**config.mk**
```make
export PLATFORM = sky130hd
export DESIGN_NAME = bounce_gen
export DESIGN_NICKNAME = d
export VERILOG_FILES = /design/src/rtl/bounce_gen.sv
export SDC_FILE = /design/constraint.sdc
export NUM_CORES = 1
export LEC_CHECK = 0
export BUFFER_PORTS_ARGS = -buffer_cell sky130_fd_sc_hd__buf_2
export CORE_UTILIZATION = 45
export DETAILED_ROUTE_END_ITERATION = 8
export HOLD_SLACK_MARGIN = 0.06
export PLACE_DENSITY_LB_ADDON = 0.2
export RECOVER_POWER = 50
export SLEW_MARGIN = 40
export SYNTH_ARGS = -nofsm -noshare
export SYNTH_HDL_FRONTEND = slang
export SYNTH_SLANG_ARGS = --single-unit
```
**constraint.sdc**
```tcl
create_clock -name clk -period 2.9 [get_ports clk]
set_clock_uncertainty 0.05 [all_clocks]
set_input_delay 0.58 -clock clk [delete_from_list [all_inputs] [get_ports clk]]
set_output_delay 0.58 -clock clk [all_outputs]
set_load 0.05 [all_outputs]
```
**src/rtl/bounce_gen.sv**
```systemverilog
// Switch-bounce emulator: drives an odd-length burst of toggles ending at the requested
// level, then holds it for a settle window and pulses done. `BOUNCE_GEN_FIXED_EN` fixes every segment at 2^SEG_BITS cycles.
module bounce_gen #(
   parameter int unsigned BOUNCE_COUNT  = 3,
   parameter int unsigned SEG_BITS      = 4,
   parameter int unsigned SETTLE_CYCLES = 32,
   parameter logic [15:0] LFSR_SEED     = 16'hACE1,
   parameter logic        INIT_LEVEL    = 1'b0
) (
   input  logic clk,
   input  logic rst,
   input  logic req_valid,
   input  logic req_level,
   output logic req_ready,
   output logic noisy_out,
   output logic busy,
   output logic done
);
   localparam int unsigned SW = $clog2(SETTLE_CYCLES + 1);
   localparam logic [8:0]          TOG_LD    = 9'(2 * BOUNCE_COUNT);
   localparam logic [8:0]          TOG_ONE   = 9'd1;
   localparam logic [SEG_BITS:0]   SEG_ONE   = (SEG_BITS + 1)'(1);
   localparam logic [SW-1:0]       SETTLE_LD = SW'(SETTLE_CYCLES);
   localparam logic [SW-1:0]       SET_ONE   = SW'(1);

   typedef enum logic [1:0] {S_IDLE, S_BOUNCE, S_SETTLE} state_t;

   state_t            state_q, state_d;
   logic              noisy_q, noisy_d;
   logic              done_q, done_d;
   logic [8:0]        tog_q, tog_d;
   logic [SEG_BITS:0] seg_q, seg_d;
   logic [SW-1:0]     set_q, set_d;
   logic [SEG_BITS:0] seg_len;

`ifdef BOUNCE_GEN_FIXED_EN
   assign seg_len = {1'b1, {SEG_BITS{1'b0}}};
`else
   logic [15:0] lfsr_q;
   assign seg_len = {1'b0, lfsr_q[SEG_BITS-1:0]} + SEG_ONE;

   // Advance only when a segment length is consumed: on entry to BOUNCE or on a reload.
   always_ff @(posedge clk or posedge rst) begin
      if (rst)
         lfsr_q <= LFSR_SEED;
      else if (state_d == S_BOUNCE && (state_q == S_IDLE || seg_q == SEG_ONE))
         lfsr_q <= {lfsr_q[14:0], lfsr_q[15] ^ lfsr_q[13] ^ lfsr_q[12] ^ lfsr_q[10]};
   end
`endif

   always_ff @(posedge clk or posedge rst) begin
      if (rst) begin
         state_q <= S_IDLE;
         noisy_q <= INIT_LEVEL;
         done_q  <= 1'b0;
         tog_q   <= '0;
         seg_q   <= '0;
         set_q   <= '0;
      end else begin
         state_q <= state_d;
         noisy_q <= noisy_d;
         done_q  <= done_d;
         tog_q   <= tog_d;
         seg_q   <= seg_d;
         set_q   <= set_d;
      end
   end

   always_comb begin
      state_d = state_q;
      noisy_d = noisy_q;
      done_d  = 1'b0;
      tog_d   = tog_q;
      seg_d   = seg_q;
      set_d   = set_q;
      case (state_q)
         S_IDLE: begin
            if (req_valid) begin
               if (req_level == noisy_q) begin
                  done_d = 1'b1;
               end else begin
                  noisy_d = ~noisy_q;
                  tog_d   = TOG_LD;
                  if (TOG_LD == 9'd0) begin
                     state_d = S_SETTLE;
                     set_d   = SETTLE_LD;
                  end else begin
                     state_d = S_BOUNCE;
                     seg_d   = seg_len;
                  end
               end
            end
         end
         S_BOUNCE: begin
            // seg_q == 1 marks the edge where noisy has been held exactly seg_len cycles
            if (seg_q == SEG_ONE) begin
               noisy_d = ~noisy_q;
               tog_d   = tog_q - TOG_ONE;
               if (tog_q == TOG_ONE) begin
                  state_d = S_SETTLE;
                  set_d   = SETTLE_LD;
               end else begin
                  seg_d = seg_len;
               end
            end else begin
               seg_d = seg_q - SEG_ONE;
            end
         end
         S_SETTLE: begin
            if (set_q == SET_ONE) begin
               state_d = S_IDLE;
               done_d  = 1'b1;
               set_d   = '0;
            end else begin
               set_d = set_q - SET_ONE;
            end
         end
         default: state_d = S_IDLE;
      endcase
   end

   always_comb begin
      busy      = (state_q != S_IDLE);
      req_ready = ~busy;
      noisy_out = noisy_q;
      done      = done_q;
   end
endmodule

```
==> out/results.ini <==
[critical_path]
crit_path_max_incr_delay_ns=0.40
cp-end-kind=register
crit_top_cell=buf_4
crit_required_ns=3.02
crit_chain=inv_1, ha_1, nor4b_2, buf_4, a21boi_1, o21a_1, buf_4, mux2_2
slowest_stage=dfrtp_1
timing_worst_setup_path_type=reg2reg
reg2reg_depth=8
startpoint_type=register
arrival_ns=2.25
critPathMaxFanout=16

[final_layout]
fillers=437
seq_area_um2=1010
diodes=0
syn_to_final_growth_pct=8.17
mostFrequentLayoutCells=dfrtp_1 (32), inv_1 (18), nand3_1 (11)
multi_input_area_um2=1120
drive_gt1_share_pct=22.1
layout_commonest_cell=dfrtp_1
nets=227

[power_and_ir_drop]
seqPwrFrac_pct=43.1
p_per_area_nw_per_um2=875
clkPwrFrac_pct=24.9
switchingPower_mw=0.722
p_leak_nw=1.10
power.internal_mw=1.44
pwr-share-comb_pct=32.0
power_mw=2.16
peakVddDrop_mv=0.412
p_sw_share_pct=33.4

[drt]
wl_um=4140
drtIter0Drc=109
wl_per_cell_um=14.6
drt-vias-per-instance=5.38
drcViolationCount=0
first_pass_iters=4
dr_total_vias=1527
ant_nets=0

[logic_synthesis]
async_reset_ff_share_pct=100
synth_fp_nets=218
synth_edf_count=0
ys_types=52
syn_inst=207
yosysSeqAreaShare_pct=44.3
avgSynthCellArea_um2=11.0
synth_warnings=0
synth-seq-cells=40
synth_area_um2=2280
postSynth.topFlopCell=dfrtp_1

[timing]
hold_viol=0
fin_crit_sh_pct=73.3
max_freq_mhz=471
rsz0062_at_grt=no
drv_slew=0
relSlewSlack_pct=35.2
fin_ws_ns=0.776
tightestPinTransition_ns=0.972
tns_ns=0
setup_viol=0
min_period_ns=2.12

[floorplanning]
die_w_um=73.2
die_area_um2=5360
die_h_um=73.2
start_util_pct=47.7
num_rows=25
ios=8
coreArea_um2=4790

[clock_network]
cts-resized-gates=0
cts_buffers=5
clk_latency_ns=0.29
cts.sinks=40
htree_levels=2
clkSlewWorstSetupHoldPaths_ns=0.08
clock_path_buffers=2
hold_buffers=0
post_cts_buffers=0
cts_tree=done
cts_root_buffer=clkbuf_8

[place]
preCtsSetupSlack_ns=0.540
detailed_place_hpwl_um=2800
port_buffers=7
gp_congestion=0.819

[job]
maxCapViolCount=0

[hold_path]
hold_path.class=reg2reg
min_path_cells=1

[grt]
grt_start_max_net_pins=41
grt_pass1_vias=1518
track_usage_pct=18.6
grt_pass1_wl_um=7480
grt-ovfl-total=0
grt_antenna_before_repair=0

[run_status]
status=finished clean

state kept, by name, summed over array words and instances (netlist names):
signal	count
lfsr_q	16
tog_q	9
set_q	6
seg_q	5
state_q	2
done	1
noisy_out	1
cells in the mapped netlist (2+ instances only):
cell | count | area [µm²]
inv_1 | 18 | 67.6
dfstp_2 | 8 | 210
ha_1 | 7 | 87.6
a41o_1 | 2 | 20.0
nand2b_1 | 6 | 37.5
mux2i_1 | 6 | 60.1
nor3_1 | 5 | 25.0
mux2_4 | 10 | 150
nor2_1 | 8 | 30.0
nand2_1 | 8 | 30.0
xnor2_1 | 5 | 43.8
nor4b_1 | 2 | 17.5
nand3_1 | 11 | 55.1
o21ai_0 | 10 | 50.1
a31oi_1 | 4 | 25.0
buf_6 | 3 | 33.8
a31o_2 | 2 | 17.5
o211ai_1 | 5 | 37.5
dfrtp_1 | 32 | 801
nor3b_1 | 2 | 15.0
or4_1 | 2 | 15.0
nand4_1 | 4 | 25.0
and3_1 | 2 | 12.5
xor2_1 | 3 | 26.3
a21oi_1 | 10 | 50.1
mux2_2 | 6 | 67.6
metal layers:
layer / global-route usage, % / vias up / part of all wire (%)
li1: - / 761 / -
met1: 26.6 / 743 / 52
met2: 27.6 / 15 / 44
met3: 4.28 / 8 / 2.2
met4: 6.32 / 0 / 1.6
met5: 0 / - / 0
power groups by stage:
stage / logic, mW / registers, mW / clock network (mW)
floorplan: 0.587 / 0.920 / 0
global placement: 0.682 / 0.936 / 0
detailed placement: 0.692 / 0.939 / 0
CTS: 0.698 / 0.933 / 0.552
global route: 0.775 / 0.966 / 0.581
finish: 0.691 / 0.931 / 0.538
area by class of cell:
type | instances | share of cell area, %
well taps | 67 | 3.40
flip-flops and latches | 40 | 41.0
inverters | 18 | 2.74
clock buffers | 6 | 2.94
multi-input cells | 141 | 45.4
repair buffers | 10 | 2.18
clock inverters | 2 | 2.43
final timing paths:
kind | to | from | slack, ns
max | lfsr_q[3] | seg_q[1] | 0.78
min | set_q[4] | set_q[4] | 0.43
min in group asynchronous | set_q[4] | rst | 0.53
max in group asynchronous | lfsr_q[14] | rst | 1.68
max reg2reg | lfsr_q[3] | seg_q[1] | 0.78
min reg2reg | set_q[4] | set_q[4] | 0.43
logic make-up after synthesis:
kind of cell             share of synthesized area, %
AO/OA/AOI/OAI                                    12.4
XOR/XNOR                                         3.07
adder cells (fa/ha/maj)                          3.84
buffers and inverters                            6.63
flip-flops                                       44.3
multiplexers                                     12.2
AND/OR/NAND/NOR                                  17.6
stage by stage:
step / instances / cell area (µm²) / hold slack, ns / utilization, %
2_1_floorplan: 207 / 2280 / 0.401 / -
3_3_place_gp: 276 / 2340 / 0.423 / 48.9
3_5_place_dp: 276 / 2340 / 0.425 / 48.9
4_1_cts: 284 / 2470 / 0.369 / 51.7
5_1_grt: 284 / 2470 / 0.483 / 51.6
6_report: 284 / 2470 / 0.433 / 51.6
worst max-delay path, delay by kind of cell (launching register included):
| kind | cells | cell delay, ns |
|---|---|---|
| DFF | 1 | 0.40 |
| muxes | 1 | 0.36 |
| and+or+nand+nor | 1 | 0.18 |
| adders and majority gates | 1 | 0.15 |
| buffers and inverters | 3 | 0.55 |
| AOI/OAI and AO/OA | 2 | 0.30 |
Power figures use the tool's default switching activity.
